File: src/rtl/hazard_ctrl.sv
// Stall/flush scheduler for the five-stage pipeline: resolves memory wait
// states, taken branches/jumps and load-use hazards, with saturating counters.
module hazard_ctrl #(
  parameter int MEM_TIMEOUT = 255,
  parameter int TO_W        = 8,
  parameter int CNT_W       = 16
) (
  input  logic             clk,
  input  logic             reset,
  input  logic [4:0]       ID_RegRs,
  input  logic [4:0]       ID_RegRt,
  input  logic             ID_UseRs,
  input  logic             ID_UseRt,
  input  logic             ID_Jump,
  input  logic             EX_MemRead,
  input  logic [4:0]       EX_RegWrAddr,
  input  logic             EX_BranchTaken,
  input  logic             MEM_MemRead,
  input  logic             MEM_MemWrite,
  input  logic             dmem_ready,
  output logic             stall_PC,
  output logic             stall_IF_ID,
  output logic             flush_IF_ID,
  output logic             flush_ID_EX,
  output logic             stall_ID_EX,
  output logic             stall_EX_MEM,
  output logic             flush_MEM_WB,
  output logic             halted,
  output logic [CNT_W-1:0] stall_cnt,
  output logic [CNT_W-1:0] flush_cnt
);

  typedef enum logic [1:0] {
    RUN      = 2'd0,
    MEM_WAIT = 2'd1,
    ERROR    = 2'd2
  } state_t;

  localparam logic [TO_W-1:0]  TIMEOUT = TO_W'(MEM_TIMEOUT);
  localparam logic [CNT_W-1:0] CNT_MAX = {CNT_W{1'b1}};

  state_t          state;
  logic [TO_W-1:0] wait_cnt;
  logic [TO_W-1:0] wait_next;
  logic            mem_busy;
  logic            load_use;
  logic            rs_hit;
  logic            rt_hit;

  assign mem_busy = (MEM_MemRead | MEM_MemWrite) & ~dmem_ready;
  assign rs_hit   = ID_UseRs & (ID_RegRs == EX_RegWrAddr);
  assign rt_hit   = ID_UseRt & (ID_RegRt == EX_RegWrAddr);
  assign load_use = EX_MemRead & (EX_RegWrAddr != 5'd0) & (rs_hit | rt_hit);
  // The cycle that first sees a busy memory already counts as wait cycle 1.
  assign wait_next = (state == RUN) ? TO_W'(1) : (wait_cnt + TO_W'(1));

  // Hazard priority: freeze (memory wait or error) > branch > load-use > jump.
  always_comb begin
    stall_PC     = 1'b0;
    stall_IF_ID  = 1'b0;
    flush_IF_ID  = 1'b0;
    flush_ID_EX  = 1'b0;
    stall_ID_EX  = 1'b0;
    stall_EX_MEM = 1'b0;
    flush_MEM_WB = 1'b0;
    if ((state == ERROR) || mem_busy) begin
      stall_PC     = 1'b1;
      stall_IF_ID  = 1'b1;
      stall_ID_EX  = 1'b1;
      stall_EX_MEM = 1'b1;
      flush_MEM_WB = 1'b1;
    end else if (EX_BranchTaken) begin
      flush_IF_ID = 1'b1;
      flush_ID_EX = 1'b1;
    end else if (load_use) begin
      stall_PC    = 1'b1;
      stall_IF_ID = 1'b1;
      flush_ID_EX = 1'b1;
    end else if (ID_Jump) begin
      flush_IF_ID = 1'b1;
    end else begin
      flush_IF_ID = 1'b0;
    end
  end

  // Controller state, wait-cycle counter, halt flag and saturating counters.
  always_ff @(posedge clk) begin
    if (reset) begin
      state     <= RUN;
      wait_cnt  <= '0;
      halted    <= 1'b0;
      stall_cnt <= '0;
      flush_cnt <= '0;
    end else begin
      if (stall_PC && (stall_cnt != CNT_MAX)) stall_cnt <= stall_cnt + CNT_W'(1);
      if (flush_IF_ID && (flush_cnt != CNT_MAX)) flush_cnt <= flush_cnt + CNT_W'(1);
      case (state)
        RUN, MEM_WAIT: begin
          if (mem_busy) begin
            wait_cnt <= wait_next;
            if (wait_next >= TIMEOUT) begin
              state  <= ERROR;
              halted <= 1'b1;
            end else begin
              state <= MEM_WAIT;
            end
          end else begin
            state    <= RUN;
            wait_cnt <= '0;
          end
        end
        ERROR: begin
          state  <= ERROR;
          halted <= 1'b1;
        end
        default: begin
          state    <= RUN;
          wait_cnt <= '0;
          halted   <= 1'b0;
        end
      endcase
    end
  end

endmodule

File: config.mk
export PLATFORM = sky130hd
export DESIGN_NAME = hazard_ctrl
export DESIGN_NICKNAME = d
export VERILOG_FILES = /design/src/rtl/hazard_ctrl.sv
export SDC_FILE = /design/constraint.sdc
export NUM_CORES = 1
export LEC_CHECK = 0
export CAP_MARGIN = 20
export CORE_MARGIN = 1
export CORE_UTILIZATION = 53
export DETAILED_ROUTE_END_ITERATION = 8
export GPL_ROUTABILITY_DRIVEN = 0
export MAX_ROUTING_LAYER = met4
export PLACE_DENSITY = 0.86
export SKIP_LAST_GASP = 1
export SLEW_MARGIN = 25
export SYNTH_ARGS = -nofsm -noshare
export SYNTH_HDL_FRONTEND = slang
export SYNTH_SLANG_ARGS = --single-unit
File: constraint.sdc
create_clock -name clk -period 4.6 [get_ports clk]
set_input_delay 0.69 -clock clk [delete_from_list [all_inputs] [get_ports clk]]
set_output_delay 0.69 -clock clk [all_outputs]
set_load 0.1 [all_outputs]
==> run metrics <==
status=finished, violations left; failing checks=design-rule violations; Max Slew Vio Count=0; Logic pwr share=18.2%; average wire per standard cell=14.3 um; period utilisation layout=78.1%; hold_buf cts=0; Clock Sinks=43; critical-path cell list=clkdlybuf4s50_1 > xor2_1 > nor4_1 > a32oi_2 > o31ai_2 > inv_1 > buf_4; Post-synth EDFFs=0; CTS buffer count=5; crit-path leading delay family=buffers and inverters; WP depth=7; TritonCTS clock tree=done; Internal=601 uW; final hold violations=0; CP endpoint kind=primary output; syn avg cell area=8.36 sq um; Core Region=4470 sq um; Design Area, Final=3280 sq um; top cell type's share of synthesized area=33.9%; Max stage delay on crit path=0.62 ns; Post-Syn Area=2540 sq um; max_slew headroom=34.7%; maximum clock insertion buffer count=2; Sw Share=28.6%; clk slew on worst S/H paths=0.08 ns; DRT antenna net count=0; CP max-delay cell=o31ai_2; Buf/Inv on CP=3; CTS HTree Levels=2; die area=5070 sq um; vias in the first global route=2175; most area-consuming cells after synthesis=dfxtp_1 (34%), mux2_2 (4.9%), nor2_1 (4.1%); initial antenna violation count=0; first-pass GRT wire length=9.87 mm; boundary pin count=65; worst hold slack=0.498 ns; Detail Placement HPWL=4.36 mm; Arrival @ worst endpoint=2.90 ns; CTS resizes=0; WL final=5.95 mm; startpoint types=input port; Antenna Cells=0; Final #Nets=391; Finished Layout Cells=416; R2R depth=7; WS Path Type=in2out; worst hold stages=2; max-cap viol count=0; share of cells above drive strength 1=10.4%; placed instance count=408; sequential share of power=45.6%; die height=71.2 um; Lkg Pwr=0.00117 uW; fmax=278 MHz; worst-path maximum fanout=12; CP required=3.91 ns; DRT iter0 DRCs=170; Congestion Overflow GR=0; Setup Buffers After CTS=0; syn nets=332; minimum clock period=3.59 ns; clock share of power=36.2%; area grow syn2layout=29.2%; Via density=5.87; # DRC=9; Seq/Total Area, Yosys=33.9%; Clock Tree Root=clkbuf_8; Final TNS setup=0 ns; FILL cells=356; DR vias=2440; pwr/cell area=256 nW/um^2; Max VDD drop=179 uV; Post-synth top flop=dfxtp_1; Initial DRT Pass Iterations=7; post-synthesis async set-or-reset flop share=0%; Slew @ Worst Pin=0.977 ns; Final Skew=0.0103 ns; P_sw=241 uW; gr usage total=24.8%; min-delay worst type=reg2reg; # setup viols final=0; initial core utilization=56.8%; RSZ-0062 raised after global routing=no; Synthesis Warnings=0; largest net degree at the start of global routing=45; Cell Area, Placed=3160 sq um; Yosys reg bits=43; post-synthesis cell type count=52; FP Rows=24; Die W=71.2 um; Synth area leader=dfxtp_1; I/O Buffers=64; Post-Syn Instances=304; Clock Latency Late Sink=0.30 ns
-- cell type report --
type	instances	area, sq um	area share [%]
Clock buffer	6	82.6	2.52
Inverter	9	33.8	1.03
Multi-Input combinational cell	238	1570	47.7
Timing Repair Buffer	66	638	19.4
Clock inverter	2	35.0	1.07
Tap cell	52	65.1	1.98
Sequential cell	43	861	26.2
-- sequential cells by signal, summed over array words and instances, names as in the netlist --
signal,count
flush_cnt,16
state,2
halted,1
stall_cnt,16
wait_cnt,8
-- worst paths after layout --
| path | from | end | slack (ns) |
|---|---|---|---|
| setup / recovery | EX_RegWrAddr[1] | flush_IF_ID | 1.01 |
| hold / removal | wait_cnt[6] | wait_cnt[6] | 0.50 |
| setup reg to reg | stall_cnt[6] | stall_cnt[14] | 2.17 |
| hold reg to reg | wait_cnt[6] | wait_cnt[6] | 0.50 |
-- power by group through the flow --
stage	Combinational [uW]	Sequential (uW)	Clock (uW)
after floorplan	83.1	417	0
after global placement	150	392	0
after detailed placement	153	392	0
after CTS	153	383	311
after global routing	163	384	328
final	153	383	305
-- layout by cell type, fill, tap and decap left out, drive strengths merged, types with 3 or more instances in the layout --
master	n
nand4	6
nor4	4
nand3b	3
mux2	13
and3	9
nand3	17
nor2	28
a21oi	20
xor2	9
or4	11
nand2b	4
a21o	3
o21ai	19
clkdlybuf4s50	57
nand2	19
o31ai	11
and2	4
or3	6
dfxtp	43
xnor2	4
and4	4
clkbuf	6
ha	3
nor2b	15
buf	9
inv	9
nor3	5
a211oi	5
-- worst min-delay path, cell delays in order (launching register included) --
cell	delay (ns)
dfxtp_1	0.34
nand2_1	0.05
o21ai_0	0.06
-- metal layers --
layer	share of wire, %	global-route usage [%]	vias to the layer above
met4	1.2	7.11	0
met2	47	40.1	87
met3	7.9	5.77	8
met5	0	-	-
li1	-	-	1223
met1	44	31.0	1122
-- cell usage after synthesis, drive strengths merged (6+ instances only) --
cell / count
or3: 6
mux2: 13
nand4: 6
nand2: 19
and3: 9
dfxtp: 43
o31ai: 11
buf: 9
a21oi: 20
inv: 9
xor2: 9
or4: 11
nor2b: 15
nor2: 28
nand3: 17
o21ai: 19
-- kinds of logic after synthesis --
| family | after synthesis | synth area share (%) |
|---|---|---|
| flip-flops | 43 | 33.9 |
| multiplexers | 14 | 6.16 |
| buffers and inverters | 23 | 4.63 |
| AND/OR/NAND/NOR | 137 | 30.8 |
| AO/OA/AOI/OAI | 71 | 18.5 |
| adder cells (fa/ha/maj) | 3 | 1.48 |
| XOR/XNOR | 13 | 4.48 |
-- per-stage QoR --
step / setup slack, ns / utilization, % / power, uW
floorplan: 0.860 / - / 500
global placement: 0.753 / 70.6 / 542
detailed placement: 0.689 / 70.6 / 545
CTS: 0.671 / 73.2 / 847
global route: 0.830 / 73.4 / 876
finish: 1.01 / 73.4 / 842
(Power assumes the default switching activity.)
